--- config.mk ---
export PLATFORM = sky130hd
export DESIGN_NAME = mem_stage_ctrl_flat
export DESIGN_NICKNAME = d
export VERILOG_FILES = /design/src/rtl/mem_stage_ctrl_if.sv /design/src/rtl/mem_stage_ctrl.sv /design/src/flat_wrapper.sv
export SDC_FILE = /design/constraint.sdc
export NUM_CORES = 1
export LEC_CHECK = 0
export ABC_AREA = 1
export ABC_CLOCK_PERIOD_IN_PS = 11100
export BUFFER_PORTS_ARGS = -buffer_cell sky130_fd_sc_hd__buf_2
export CAP_MARGIN = 15
export CORE_ASPECT_RATIO = 0.75
export CORE_MARGIN = 10
export CORE_UTILIZATION = 45
export DETAILED_ROUTE_END_ITERATION = 6
export GPL_TIMING_DRIVEN = 1
export PLACE_DENSITY_LB_ADDON = 0.08
export REMOVE_ABC_BUFFERS = 1
export SLEW_MARGIN = 20
export SYNTH_ARGS = -nofsm -noshare
export SYNTH_HDL_FRONTEND = slang
export SYNTH_SLANG_ARGS = --single-unit
--- constraint.sdc ---
create_clock -name clk -period 11.1 [get_ports clk]
set_input_delay 1.11 -clock clk [delete_from_list [all_inputs] [get_ports clk]]
set_output_delay 1.11 -clock clk [all_outputs]
set_load 0.02 [all_outputs]
--- src/rtl/mem_stage_ctrl_if.sv ---
// mem_stage_ctrl_if
//   Data-memory bus between the MEM-stage controller (master) and the
//   data memory (slave).
//   dmem_req   : request strobe, high for every cycle of an access
//   dmem_we    : 1 = write, 0 = read
//   dmem_addr  : byte address of the access
//   dmem_wdata : store data
//   dmem_ready : memory has completed the current request
//   dmem_rdata : read data, valid while dmem_ready = 1
interface mem_stage_ctrl_if;
    logic        dmem_req;
    logic        dmem_we;
    logic [31:0] dmem_addr;
    logic [31:0] dmem_wdata;
    logic        dmem_ready;
    logic [31:0] dmem_rdata;

    modport master (
        output dmem_req, dmem_we, dmem_addr, dmem_wdata,
        input  dmem_ready, dmem_rdata
    );

    modport slave (
        input  dmem_req, dmem_we, dmem_addr, dmem_wdata,
        output dmem_ready, dmem_rdata
    );
endinterface

--- src/rtl/mem_stage_ctrl.sv ---
// mem_stage_ctrl
//   MEM-stage controller for a pipelined CPU with a variable-latency data
//   memory. An aligned load/store in EX/MEM stalls the pipeline while the
//   request is outstanding; a misaligned one is dropped and flagged; a
//   request that is never answered is abandoned after TIMEOUT cycles.
//
//   Ports
//     clk, rst            : clock, asynchronous active-high reset
//     MemRead_in          : load present in EX/MEM
//     MemWrite_in         : store present in EX/MEM (wins over a load)
//     ALUresult_in        : byte address from EX/MEM
//     rt_in               : store data from EX/MEM
//     dmem                : data-memory bus (master side)
//     stall_out           : hold PC, IF/ID, ID/EX and EX/MEM
//     bubble_out          : insert zero control into MEM/WB (= stall_out)
//     rdata_out           : load result presented to MEM/WB
//     misalign_out        : sticky, a misaligned access was seen
//     timeout_out         : sticky, a request was abandoned
//     stall_cnt           : saturating count of stalled cycles
module mem_stage_ctrl #(
    parameter int TIMEOUT = 255
) (
    input  logic                    clk,
    input  logic                    rst,
    input  logic                    MemRead_in,
    input  logic                    MemWrite_in,
    input  logic [31:0]             ALUresult_in,
    input  logic [31:0]             rt_in,
    mem_stage_ctrl_if.master        dmem,
    output logic                    stall_out,
    output logic                    bubble_out,
    output logic [31:0]             rdata_out,
    output logic                    misalign_out,
    output logic                    timeout_out,
    output logic [15:0]             stall_cnt
);

    typedef enum logic [1:0] {
        IDLE   = 2'd0,
        ACCESS = 2'd1,
        DONE   = 2'd2
    } state_t;

    // Wait-counter value seen in the last ACCESS cycle before giving up;
    // the counter starts at 0, so this yields exactly TIMEOUT ACCESS cycles.
    localparam logic [7:0] WAIT_LAST = 8'(TIMEOUT - 1);

    state_t      state_q,    state_d;
    logic        req_q,      req_d;
    logic        we_q,       we_d;
    logic [31:0] addr_q,     addr_d;
    logic [31:0] wdata_q,    wdata_d;
    logic [31:0] rdata_q,    rdata_d;
    logic        misalign_q, misalign_d;
    logic        timeout_q,  timeout_d;
    logic [15:0] stall_cnt_q, stall_cnt_d;
    logic [7:0]  wait_q,     wait_d;

    logic op;
    logic aligned;
    logic stall;

    always_comb begin
        op      = MemRead_in | MemWrite_in;
        aligned = (ALUresult_in[1:0] == 2'b00);

        // The IDLE term is combinational so the pipeline freezes in the very
        // cycle the access is detected; rst masks it while reset is held.
        stall = !rst && (((state_q == IDLE) && op && aligned) ||
                         (state_q == ACCESS));

        state_d     = state_q;
        req_d       = req_q;
        we_d        = we_q;
        addr_d      = addr_q;
        wdata_d     = wdata_q;
        rdata_d     = rdata_q;
        misalign_d  = misalign_q;
        timeout_d   = timeout_q;
        wait_d      = wait_q;

        case (state_q)
            IDLE: begin
                if (op) begin
                    if (aligned) begin
                        state_d = ACCESS;
                        req_d   = 1'b1;
                        we_d    = MemWrite_in;
                        addr_d  = ALUresult_in;
                        wdata_d = rt_in;
                        wait_d  = 8'd0;
                    end else begin
                        misalign_d = 1'b1;
                        rdata_d    = 32'd0;
                    end
                end
            end
            ACCESS: begin
                if (dmem.dmem_ready) begin
                    if (!we_q) begin
                        rdata_d = dmem.dmem_rdata;
                    end
                    state_d = DONE;
                    req_d   = 1'b0;
                end else if (wait_q == WAIT_LAST) begin
                    timeout_d = 1'b1;
                    rdata_d   = 32'd0;
                    state_d   = DONE;
                    req_d     = 1'b0;
                end else begin
                    wait_d = wait_q + 8'd1;
                end
            end
            DONE: begin
                // Pipeline advances this cycle; returning to IDLE only now
                // keeps the departing instruction from starting a second access.
                state_d = IDLE;
            end
            default: begin
                state_d = IDLE;
                req_d   = 1'b0;
            end
        endcase

        if (stall && (stall_cnt_q != 16'hFFFF)) begin
            stall_cnt_d = stall_cnt_q + 16'd1;
        end else begin
            stall_cnt_d = stall_cnt_q;
        end
    end

    always_ff @(posedge clk or posedge rst) begin
        if (rst) begin
            state_q     <= IDLE;
            req_q       <= 1'b0;
            we_q        <= 1'b0;
            addr_q      <= 32'd0;
            wdata_q     <= 32'd0;
            rdata_q     <= 32'd0;
            misalign_q  <= 1'b0;
            timeout_q   <= 1'b0;
            stall_cnt_q <= 16'd0;
            wait_q      <= 8'd0;
        end else begin
            state_q     <= state_d;
            req_q       <= req_d;
            we_q        <= we_d;
            addr_q      <= addr_d;
            wdata_q     <= wdata_d;
            rdata_q     <= rdata_d;
            misalign_q  <= misalign_d;
            timeout_q   <= timeout_d;
            stall_cnt_q <= stall_cnt_d;
            wait_q      <= wait_d;
        end
    end

    assign dmem.dmem_req   = req_q;
    assign dmem.dmem_we    = we_q;
    assign dmem.dmem_addr  = addr_q;
    assign dmem.dmem_wdata = wdata_q;

    assign stall_out    = stall;
    assign bubble_out   = stall;
    assign rdata_out    = rdata_q;
    assign misalign_out = misalign_q;
    assign timeout_out  = timeout_q;
    assign stall_cnt    = stall_cnt_q;

endmodule

--- src/flat_wrapper.sv ---
// flat-port wrapper written by rule: the top's interface ports become plain ports
module mem_stage_ctrl_flat 
#(
    parameter int TIMEOUT = 255
)
  (clk, rst, MemRead_in, MemWrite_in, ALUresult_in, rt_in, stall_out, bubble_out, rdata_out, misalign_out, timeout_out, stall_cnt, dmem_dmem_req, dmem_dmem_we, dmem_dmem_addr, dmem_dmem_wdata, dmem_dmem_ready, dmem_dmem_rdata);
  mem_stage_ctrl_if dmem_i ();
  input  logic clk;
  input  logic rst;
  input  logic MemRead_in;
  input  logic MemWrite_in;
  input  logic [31:0] ALUresult_in;
  input  logic [31:0] rt_in;
  output logic stall_out;
  output logic bubble_out;
  output logic [31:0] rdata_out;
  output logic misalign_out;
  output logic timeout_out;
  output logic [15:0] stall_cnt;
  output wire logic [$bits(dmem_i.dmem_req)-1:0] dmem_dmem_req;
  output wire logic [$bits(dmem_i.dmem_we)-1:0] dmem_dmem_we;
  output wire logic [$bits(dmem_i.dmem_addr)-1:0] dmem_dmem_addr;
  output wire logic [$bits(dmem_i.dmem_wdata)-1:0] dmem_dmem_wdata;
  input wire logic [$bits(dmem_i.dmem_ready)-1:0] dmem_dmem_ready;
  input wire logic [$bits(dmem_i.dmem_rdata)-1:0] dmem_dmem_rdata;
  assign dmem_dmem_req = dmem_i.dmem_req;
  assign dmem_dmem_we = dmem_i.dmem_we;
  assign dmem_dmem_addr = dmem_i.dmem_addr;
  assign dmem_dmem_wdata = dmem_i.dmem_wdata;
  assign dmem_i.dmem_ready = dmem_dmem_ready;
  assign dmem_i.dmem_rdata = dmem_dmem_rdata;
  mem_stage_ctrl #(.TIMEOUT(TIMEOUT)) u_core (.clk(clk), .rst(rst), .MemRead_in(MemRead_in), .MemWrite_in(MemWrite_in), .ALUresult_in(ALUresult_in), .rt_in(rt_in), .dmem(dmem_i), .stall_out(stall_out), .bubble_out(bubble_out), .rdata_out(rdata_out), .misalign_out(misalign_out), .timeout_out(timeout_out), .stall_cnt(stall_cnt));
endmodule
### Word level (Yosys, flattened, before mapping)

Index checks and enable logic that the tools add are counted.

| operators by class | value |
|---|---|
| add/subtract/negate cells | 2 |
| equality and inequality tests | 11 |
| muxes and demuxes | 21 |
| bitwise logic cells | 4 |
| reductions and logical operators | 16 |

Operator list:

| cell | number |
|---|---|
| $mux 32 | 5 |
| $pmux 32 s2 | 1 |
| $mux 8 | 4 |
| $add 16x1->16 const B | 1 |
| $ne 16x16->1 const B | 1 |
| $pmux 8 s2 | 1 |
| $reduce_and 3->1 | 4 |
| $reduce_and 5->1 | 2 |
| $add 8x1->8 const B | 1 |
| $eq 8x8->1 const B | 1 |
| $mux 2 | 4 |
| $ne 2x2->1 const B | 3 |
| $ne 3x3->1 const B | 2 |
| $logic_and 1x1->1 | 4 |
| $logic_not 2->1 | 2 |
| $mux 1 | 4 |
| $ne 2x1->1 const B | 2 |
| $pmux 2 s2 | 1 |
| $reduce_and 4->1 | 1 |
| $not 1->1 | 3 |
| $pmux 1 s3 | 1 |
| $eq 2x1->1 const B | 1 |
| $eq 2x2->1 const B | 1 |
| $reduce_bool 2->1 | 1 |
| 3 further kinds | 3 |

| storage, ports and cells | value |
|---|---|
| register bits after elaboration | 126 |
| input bits | 101 |
| output and inout port bits | 118 |
| logic and storage cells | 64 |

### Logic depth before layout (Yosys ltp)

Gate-level depths: netlist (run 1).

| logic depth | value |
|---|---|
| depth in word-level cells | 6 |
| gate-level depth with buffers | 10 |
| gate-level depth less buffers | 9 |

### Worst setup path after synthesis (run 1)

Ideal clock, no wire load.

| timing path | value |
|---|---|
| path type | in2out |
| from | input port rst |
| to | output port stall_out |
| data arrival time | 4.705 ns |
| data required time | 9.990 ns |
| path slack | 5.285 ns |
| stages on the path | 4 |
| path buffers | 1 |
| path through | inv_1 nand2_1 inv_2 buf_4 |

| between the ends | value |
|---|---|
| longest elaborated chain between the ends | 2 |

RTL lines:

| what | line | text |
|---|---|---|
| start: declaration | flat_wrapper.sv:9 | `input logic rst;` |
| $logic_not 1->1 | mem_stage_ctrl.sv:69 | `stall = !rst && (((state_q == IDLE) && op && aligned) \|\|` |
| $logic_and 1x1->1 | mem_stage_ctrl.sv:69 |  |
| end: declaration | flat_wrapper.sv:14 | `output logic stall_out;` |

No other way between the ends.

### Worst setup path in the final report (run 1)

| timing path | value |
|---|---|
| from | input port MemWrite_in |
| to | output port stall_out |

| between the ends | value |
|---|---|
| longest elaborated chain between the ends | 5 |

RTL lines:

| what | line | text |
|---|---|---|
| start: declaration | flat_wrapper.sv:11 | `input logic MemWrite_in;` |
| $or 1x1->1 | mem_stage_ctrl.sv:64 | `op = MemRead_in \| MemWrite_in;` |
| $logic_and 1x1->1 (2 in a row) | mem_stage_ctrl.sv:69 |  |
| $logic_or 1x1->1 | mem_stage_ctrl.sv:69 |  |
| $logic_and 1x1->1 | mem_stage_ctrl.sv:69 |  |

No other way between the ends.

==> metrics.txt, run 1 <==
Max Cap Viol 0; CP cell instances buf_2, inv_1, nand2_1, nand3_4, buf_4, nand2_1, nand2_1, inv_2, buf_2; DR DRC count 0; Worst Setup SP MemWrite_in; CTS resizes 0; pin count of the biggest net entering global routing 69; post-route cell area 7435 sq um; sequential element share of the synthesized area 0.5542; crit start category input pin; Die Ht 117.4 microns; I/O pins 219; pre-CTS WS 7.305 ns; clk_skew 0.01010 ns; Psw 811.5 uW; Total Negative Setup Slacks 0 ns; final period utilization 0.3398; first-pass GRT wire length 26.15 mm; Post-Synth Adder-Cell Area 0.006598; Post-Route WL 16.31 mm; IO Port Bufs 218; Die ar. 17590 sq um; synthesis-to-finish area growth 30.68%; Relative slew margins 0.4110; Die W 149.8 microns; Min-Delay Path Depth 2; outcome complete, no violations; DP HPWL 11.89 mm; Worst Setup End Kind primary output; Tot GR Track Use 0.1838; Synth warnings 0; Sequential Power Share 0.354; Layout Nets 913; Design Power 2037 uW; Worst R2R Start u_core.wait_q[0]$_DFFE_PP0P_; clock-pin slew on the worst setup and hold paths 0.06 ns; number of synthesized register bits 126; max frequency 265.1 MHz; final worst setup slack 7.328 ns; Avg WL per Cell 16.52 microns; Comb power frac 0.377; Sink Count 126; vias in the first global route 4681; R2R depth 9; Num CTS Buffers 17; number of antenna repair diodes 0; Setup violations, final 0; DR vias/cell 4.773; internal power 1225 uW; clk_lat worst skew 0.41 ns; Post-CTS Hold Buffers 0; num rows 35; HP Class reg2reg; Synth Area in Simple Gates 0.2421; RSZ-0062 raised after global routing false; hold path startpoint u_core.dmem.dmem_addr[1]$_DFFE_PP0P_; Slew Limit Fails 0; Pre-antenna DRT Iters 4; Pwr per Cell Area 274.0 nW/um^2; mapped cell area 5689 sq um; Gate Count Post-Synth 598; CP arrival 2.66 ns; slowest stage delay, CP 0.64 ns; fillers 1084; H-Tree Depth 4; xor/xnor cell area share of the yosys netlist 0.01539; Lkg Pwr 0.003955 uW; CTS tree done; Sw Ratio 0.3984; post-CTS setup buffer count 0; Tmin final 3.772 ns; Root Buffer clkbuf_16; grt ovf 0; Placer Congestion 0.8241; Distinct cells, synth 24; most used cell, CP nand2_1; routed vias 4711; main combinational cell family by area after synthesis simple AND/OR/NAND/NOR gates; mux cell area share after synthesis 0.1227; Core ar. 12310 sq um; Worst Path Required 9.99 ns; share of cells above drive strength 1 0.4032; Clk pwr share 0.270; crit path max fanout 68; initial antenna violation count 0; complex-gate fraction of the synthesized area 0.01364; Final Hold Violating Endpoints 0; worst setup path class in2out; syn_area_per_cell 9.514 sq um; Max VDD drop 140.2 uV; Clock Path Buffers 2; Non-Filler Instances 987; Area after DPL 6849 sq um; Initial Util 0.4623; Slew @ Worst Pin 0.8835 ns; Critical-path top delay cell buf_4; DRT antenna net count 0; placed insts 956; DR iter-0 viols 195
-- power by group through the flow --
stage / Sequential, uW / Clock, uW / Combinational [uW]
after floorplan: 920 / 0 / 275
after global placement: 719 / 0 / 767
after detailed placement: 727 / 0 / 777
after CTS: 720 / 562 / 779
after global routing: 744 / 583 / 831
final: 720 / 550 / 767
-- final cells by class --
| cell class | instances | area (sq um) | share of cell area |
|---|---|---|---|
| Clock buffer | 17 | 425.4 | 0.05722 |
| Multi-Input combinational cell | 420 | 2288 | 0.3078 |
| Inverter | 23 | 88.84 | 0.01195 |
| Sequential cell | 126 | 3153 | 0.4241 |
| Clock inverter | 14 | 157.7 | 0.02120 |
| Timing Repair Buffer | 221 | 1114 | 0.1498 |
| Tap cell | 166 | 207.7 | 0.02794 |
-- synth_stat cells, drive strengths merged --
cell,n,area [sq um]
buf,19,132.6
dfrtp,126,3153
nand3,51,265.3
inv,23,86.33
nand4,7,43.79
o21bai,3,22.52
o21ai,11,55.05
clkbuf,10,38.78
xor2,5,43.79
xnor2,5,43.79
nor2,62,262.8
nand3b,1,7.510
ha,3,37.54
nand2,210,798.3
mux2,62,698.2
-- cells in the final DEF, fill, tap and decap left out --
master | netlist | layout
buf_4 | 5 | 3
nand2_2 | 1 | 2
o21ai_0 | 11 | 11
nand3_2 | 2 | 1
nor2_1 | 56 | 56
inv_6 | 0 | 6
mux2_2 | 62 | 62
bufinv_16 | 0 | 2
inv_2 | 5 | 5
ha_1 | 3 | 3
clkbuf_16 | 0 | 17
nor2_2 | 3 | 3
dfrtp_1 | 126 | 126
clkinvlp_4 | 0 | 6
nand3_1 | 49 | 49
nand2_4 | 1 | 1
nand3_4 | 0 | 1
nand2_1 | 208 | 207
nor2_4 | 3 | 3
xor2_1 | 5 | 5
xnor2_1 | 5 | 5
inv_1 | 18 | 17
buf_2 | 10 | 218
o21bai_1 | 3 | 3
nand4_1 | 7 | 7
inv_4 | 0 | 1
nand3b_1 | 1 | 1
-- registers in the layout, indices dropped and copies added (netlist names) --
| signal | cells |
|---|---|
| u_core.dmem.dmem_req | 1 |
| u_core.dmem.dmem_we | 1 |
| u_core.misalign_out | 1 |
| u_core.timeout_out | 1 |
| u_core.rdata_out | 32 |
| u_core.dmem.dmem_addr | 32 |
| u_core.stall_cnt | 16 |
| u_core.dmem.dmem_wdata | 32 |
| u_core.state_q | 2 |
| u_core.wait_q | 8 |
-- worst paths after layout --
check | slack [ns] | to
min in group asynchronous | 0.84 | u_core.rdata_out[29]$_DFFE_PP0P_
hold / removal | 0.46 | u_core.dmem.dmem_addr[1]$_DFFE_PP0P_
max in group asynchronous | 8.94 | u_core.timeout_out$_DFFE_PP0P_
setup / recovery | 7.33 | stall_out
setup reg to reg | 8.46 | u_core.rdata_out[4]$_DFFE_PP0P_
hold reg to reg | 0.46 | u_core.dmem.dmem_addr[1]$_DFFE_PP0P_
-- logic make-up after synthesis --
logic type / Yosys count
DFF: 126
and+or+nand+nor: 331
xor gates and xnor gates: 10
muxes: 62
adders and majority gates: 3
buffers and inverters: 52
AOI/OAI and AO/OA: 14
-- worst max-delay path: cells and delay by family --
| family | cells | cell delay (ns) |
|---|---|---|
| AND/OR/NAND/NOR | 4 | 0.44 |
| buffers and inverters | 5 | 1.04 |
-- per-layer routing --
metal / vias up / track usage / part of all wire
met3: 19 / 0.05148 / 0.066
met1: 2225 / 0.2303 / 0.44
li1: 2339 / - / -
met5: - / 0 / 0
met4: 0 / 0.06182 / 0.014
met2: 128 / 0.2970 / 0.48
-- through the flow --
stage,hold WS [ns],util
CTS,0.4618,0.6040
global placement,0.4474,0.5566
global route,0.4862,0.6042
finish,0.4581,0.6042
floorplan,0.4708,-
detailed placement,0.4474,0.5566
(Power assumes the default switching activity.)
==> inputs of run 2 (changes only) <==
ABC_AREA = 0   (was 1)
ABC_CLOCK_PERIOD_IN_PS = 3600   (was 11100)
clock period = 3.6 ns   (was 11.1 ns; I/O delays follow)
==> run 2 against run 1 <==
Non-clock buffer count grew 1. Global-route usage shrank 1.1 points. Synthesized area shrank 9.4%. Worst hold slack lost 0.34 ns.
==> metrics.txt, run 2 <==
final worst setup slack 1.186 ns; number of antenna repair diodes 0; clock-pin slew on the worst setup and hold paths 0.06 ns; synthesis-to-finish area growth 34.89%; Psw 1476 uW; crit path max fanout 65; Num CTS Buffers 17; grt ovf 0; DR iter-0 viols 224; Tmin final 2.414 ns; Gate Count Post-Synth 425; Tot GR Track Use 0.1727; Avg WL per Cell 17.89 microns; DR DRC count 0; Core ar. 11070 sq um; syn_area_per_cell 12.13 sq um; Sw Ratio 0.3132; main combinational cell family by area after synthesis multiplexers; Sequential Power Share 0.394; Slew @ Worst Pin 0.8210 ns; Distinct cells, synth 42; final period utilization 0.6705; Clock Path Buffers 2; Comb power frac 0.236; Setup violations, final 0; Max VDD drop 351.0 uV; pre-CTS WS 1.212 ns; Lkg Pwr 0.003439 uW; Initial Util 0.4657; Max Cap Viol 0; Clk pwr share 0.370; mapped cell area 5154 sq um; clk_lat worst skew 0.41 ns; Die Ht 112.7 microns; Pwr per Cell Area 677.9 nW/um^2; share of cells above drive strength 1 0.4962; CTS resizes 0; asr flop ratio synth 1.000; DRT antenna net count 0; Pre-antenna DRT Iters 5; top post-synthesis cells by count dfrtp_1, nand2_1, mux2_2, o21ai_0; max frequency 414.3 MHz; I/O pins 219; Worst Setup End Kind register; Relative slew margins 0.4490; Layout Nets 748; Post-synth EDFFs 0; Synth Flop Type dfrtp_1; Synth Area in Simple Gates 0.1275; pin count of the biggest net entering global routing 66; Die ar. 16180 sq um; CTS tree done; first-pass GRT wire length 22.07 mm; placed insts 765; Sink Count 126; Synth area leader dfrtp_1; H-Tree Depth 4; post-CTS setup buffer count 0; Post-CTS Hold Buffers 0; IO Port Bufs 218; mux cell area share after synthesis 0.1377; Die W 143.6 microns; num rows 33; routed vias 3939; most common cell after layout, fill and taps aside buf_2; most common cell in the netlist dfrtp_1; Placer Congestion 0.7841; complex-gate fraction of the synthesized area 0.05802; outcome complete, no violations; Synth top area share 0.6118; vias in the first global route 4087; Non-Filler Instances 797; initial antenna violation count 0; Slew Limit Fails 0; DP HPWL 10.61 mm; clk_skew 0.01341 ns; CP arrival 2.70 ns; Final Hold Violating Endpoints 0; Root Buffer clkbuf_16; Worst Path Required 3.89 ns; xor/xnor cell area share of the yosys netlist 0.02719; most frequent cells in the layout buf_2, dfrtp_1, nand2_1; worst setup path class reg2reg; crit start category register; HP Class in2async; Synth warnings 0; DR vias/cell 4.942; RSZ-0062 raised after global routing false; Post-Synth Adder-Cell Area 0.007283; number of synthesized register bits 126; internal power 3236 uW; Post-Route WL 14.26 mm; top cells by area, synth dfrtp_1, mux2_2, nand2_1, o21ai_0, xnor2_1; sequential element share of the synthesized area 0.6118
## run 2: cell types whose count changed after synthesis, sizes merged, moves of 4 or more
cell   change
nand4      +5
buf       -10
nor2      -53
nor3       +5
nand3     -42
xnor2      +6
nor2b      +4
o21ai     +30
and3       +5
inv       -16
nand2    -136
nor4       +4
## run 2: cells by family after synthesis
kind of cell / after synthesis
buffers and inverters: 29
xor gates and xnor gates: 16
and+or+nand+nor: 134
muxes: 63
DFF: 126
AOI/OAI and AO/OA: 54
adders and majority gates: 3
## run 2: worst paths after layout
| check | start | to | slack (ns) | cells after the start |
|---|---|---|---|---|
| setup / recovery | u_core.state_q[1]$_DFFE_PP0P_ | u_core.dmem.dmem_addr[26]$_DFFE_PP0P_ | 1.19 | 4 |
| hold / removal | rst | u_core.dmem.dmem_wdata[16]$_DFFE_PP0P_ | 0.12 | 2 |
| setup reg to reg | u_core.state_q[1]$_DFFE_PP0P_ | u_core.dmem.dmem_addr[26]$_DFFE_PP0P_ | 1.19 | 4 |
| hold reg to reg | u_core.misalign_out$_DFFE_PP0P_ | u_core.misalign_out$_DFFE_PP0P_ | 0.47 | 1 |
| max in group asynchronous | rst | u_core.dmem.dmem_addr[1]$_DFFE_PP0P_ | 2.69 | 3 |
| min in group clk | dmem_dmem_rdata[0] | u_core.rdata_out[0]$_DFFE_PP0P_ | 0.18 | 3 |
## run 2: per-stage QoR
stage	power (uW)	utilization	hold WS (ns)	cell area (sq um)	setup TNS (ns)
final	4712	0.6282	0.1161	6952	0
after global routing	4964	0.6282	0.1697	6952	0
after CTS	4777	0.6282	0.1380	6952	0
after detailed placement	3012	0.5726	0.4657	6336	0
after global placement	2977	0.5725	0.4568	6335	0
after floorplan	2538	-	0.4580	5022	-14.61
## run 2: cell type report
| type | count | area (sq um) |
|---|---|---|
| fill | 935 | 4114 |
| clock inverter | 13 | 162.7 |
| multi-input combinational | 270 | 1846 |
| timing repair buffer | 222 | 1134 |
| tap | 140 | 175.2 |
| clock buffer | 19 | 452.9 |
| sequential | 126 | 3153 |
| inverter | 7 | 28.78 |
## run 2: critical path, cell delays in order (launching register included)
cell and delay [ns]:
dfrtp_1 0.49, nor4_1 0.50, and2_2 0.22, buf_4 0.61
mux2_2 0.42
## run 2: routing by layer
metal	vias to the layer above	global-route usage	share of wire
met2	142	0.2980	0.50
met1	1884	0.1975	0.41
met5	-	0	0
met4	0	0.04005	0.0065
li1	1907	-	-
met3	6	0.06740	0.084
## run 2: power groups by stage
stage / combinational, uW / clock [uW] / sequential [uW]
after floorplan: 358 / 0 / 2180
after global placement: 1110 / 0 / 1870
after detailed placement: 1130 / 0 / 1880
after CTS: 1140 / 1780 / 1860
after global routing: 1210 / 1860 / 1900
final: 1110 / 1740 / 1860
==> inputs of run 3 (changes only) <==
ABC_AREA = 1   (was 0)
ABC_CLOCK_PERIOD_IN_PS = 2430   (was 3600)
clock period = 2.43 ns   (was 3.6 ns; I/O delays follow)
==> run 3 against run 2 <==
Sequential power increased by 77%. Clock skew decreased by 0.0048 ns. Utilization decreased by 2.4 points. Sequential share of layout area decreased by 2.9 points. Register-to-register slack got worse by 0.51 ns.
==> metrics.txt, run 3 (synthesis results as in run 1) <==
Util after Layout 0.6042; HP Class in2async; grt ovf 0; crit start category register; DRT antenna net count 0; num rows 35; initial antenna violation count 0; worst path buffer plus inverter count 3; met2 Use GR 0.3044; most common cell after layout, fill and taps aside buf_2; CP arrival 1.88 ns; Slew Limit Fails 0; grt met3 use 0.05494; first-pass GRT wire length 25.80 mm; CTS resizes 0; area of the multi-input gates 2286 sq um; final period utilization 0.8728; cell family with most CP delay buffers and inverters; worst setup path class reg2out; post-CTS setup buffer count 0; crit path max fanout 33; CTS tree done; Avg WL per Cell 16.32 microns; R2R Setup Slk 0.68 ns; DR DRC count 0; Setup violations, final 0; routed vias 4750; Crit path depth 6; clock-pin slew on the worst setup and hold paths 0.05 ns; Post-Route WL 16.12 mm; Initial Util 0.4623; Design Power 9113 uW; Final Hold Violating Endpoints 0; Lkg Pwr 0.003983 uW; H-Tree Depth 4; met1 Use GR 0.2180; R2R depth 7; Placer Congestion 0.8303; busiest grt layer met2; RSZ-0062 raised after global routing false; clk_lat worst skew 0.40 ns; Core ar. 12310 sq um; most frequent cells in the layout buf_2, nand2_1, dfrtp_1; Critical-path top delay cell dfrtp_1; DR iter-0 viols 288; Pwr per Cell Area 1226 nW/um^2; Die W 149.8 microns; DP HPWL 11.99 mm; Max VDD drop 625.7 uV; DR vias/cell 4.808; Post-CTS Hold Buffers 0; Sink Count 126; synthesis-to-finish area growth 30.68%; area occupied by registers 3153 sq um; slowest stage delay, CP 0.43 ns; Area after DPL 6897 sq um; Tot GR Track Use 0.1802; I/O pins 219; Worst R2R Start u_core.state_q[1]$_DFFE_PP0P_; Num CTS Buffers 17; clk_skew 0.008593 ns; fillers 1035; Pre-antenna DRT Iters 5; Layout Nets 916; Die ar. 17590 sq um; vias in the first global route 4850; Slew @ Worst Pin 0.6709 ns; CP cell instances nor2_4, inv_2, nand2_1, nand2_1, inv_2, buf_2; pin count of the biggest net entering global routing 127; Worst Path Required 2.19 ns; Relative slew margins 0.5527; IO Port Bufs 218; Root Buffer clkbuf_16; Worst Setup End Kind primary output; share of cells above drive strength 1 0.4015; number of antenna repair diodes 0; max frequency 471.5 MHz; Die Ht 117.4 microns; outcome complete, no violations; Tmin final 2.121 ns; Max Cap Viol 0; Worst Setup SP u_core.state_q[1]$_DFFE_PP0P_; Clock Path Buffers 2; post-route cell area 7435 sq um
==> run 3: cell count changes in the layout (fill, tap and decap cells not counted), moves of 6 or more <==
cell | previous run | this run
o21ai_1 | 11 | 0
inv_1 | 6 | 17
xnor2_1 | 11 | 5
o21ai_0 | 30 | 11
nand3_1 | 9 | 49
nor2_1 | 9 | 56
nand2_1 | 74 | 208
==> run 3: stage by stage <==
stage / std cells / setup TNS [ns] / hold WS, ns / setup slack, ns
floorplan: 569 / -179.71 / 0.3407 / -1.688
global placement: 959 / 0 / 0.4462 / 0.7308
detailed placement: 959 / 0 / 0.4470 / 0.6805
CTS: 988 / 0 / 0.05492 / 0.2729
global route: 988 / 0 / 0.05766 / 0.1413
finish: 988 / 0 / 0.03728 / 0.3092
==> run 3: worst register-to-register path, stage by stage (launching register included) <==
cell	delay (ns)
dfrtp_1	0.43
nor2_4	0.22
inv_2	0.26
nand2_1	0.15
nand2_1	0.12
nor2_4	0.33
nand2_1	0.10
nand2_1	0.08
==> run 3: path summary, 6_finish.rpt <==
kind | endpoint
worst max-delay path | bubble_out
worst min-delay path | u_core.rdata_out[13]$_DFFE_PP0P_
worst max register to register | u_core.stall_cnt[5]$_DFFE_PP0P_
worst min register to register | u_core.dmem.dmem_addr[0]$_DFFE_PP0P_
max in group asynchronous | u_core.dmem.dmem_addr[0]$_DFFE_PP0P_
min in group clk | u_core.dmem.dmem_wdata[30]$_DFFE_PP0P_
==> run 3: where the power goes <==
part	internal (uW)	switching [uW]
clock network	1460	858
logic	1240	2270
registers	2860	429
==> run 3: cell type report <==
| cell class | instances | share of cell area |
|---|---|---|
| Timing Repair Buffer | 224 | 0.1562 |
| Clock buffer | 21 | 0.06328 |
| Clock inverter | 8 | 0.009088 |
| Sequential cell | 126 | 0.4241 |
| Tap cell | 166 | 0.02794 |
| Inverter | 23 | 0.01195 |
| Multi-Input combinational cell | 420 | 0.3075 |
==> run 3: layer usage <==
layer	up-vias	wire (microns)
li1	2336	-
met1	2266	7019
met2	135	7868
met3	13	1061
met4	0	173
met5	-	0
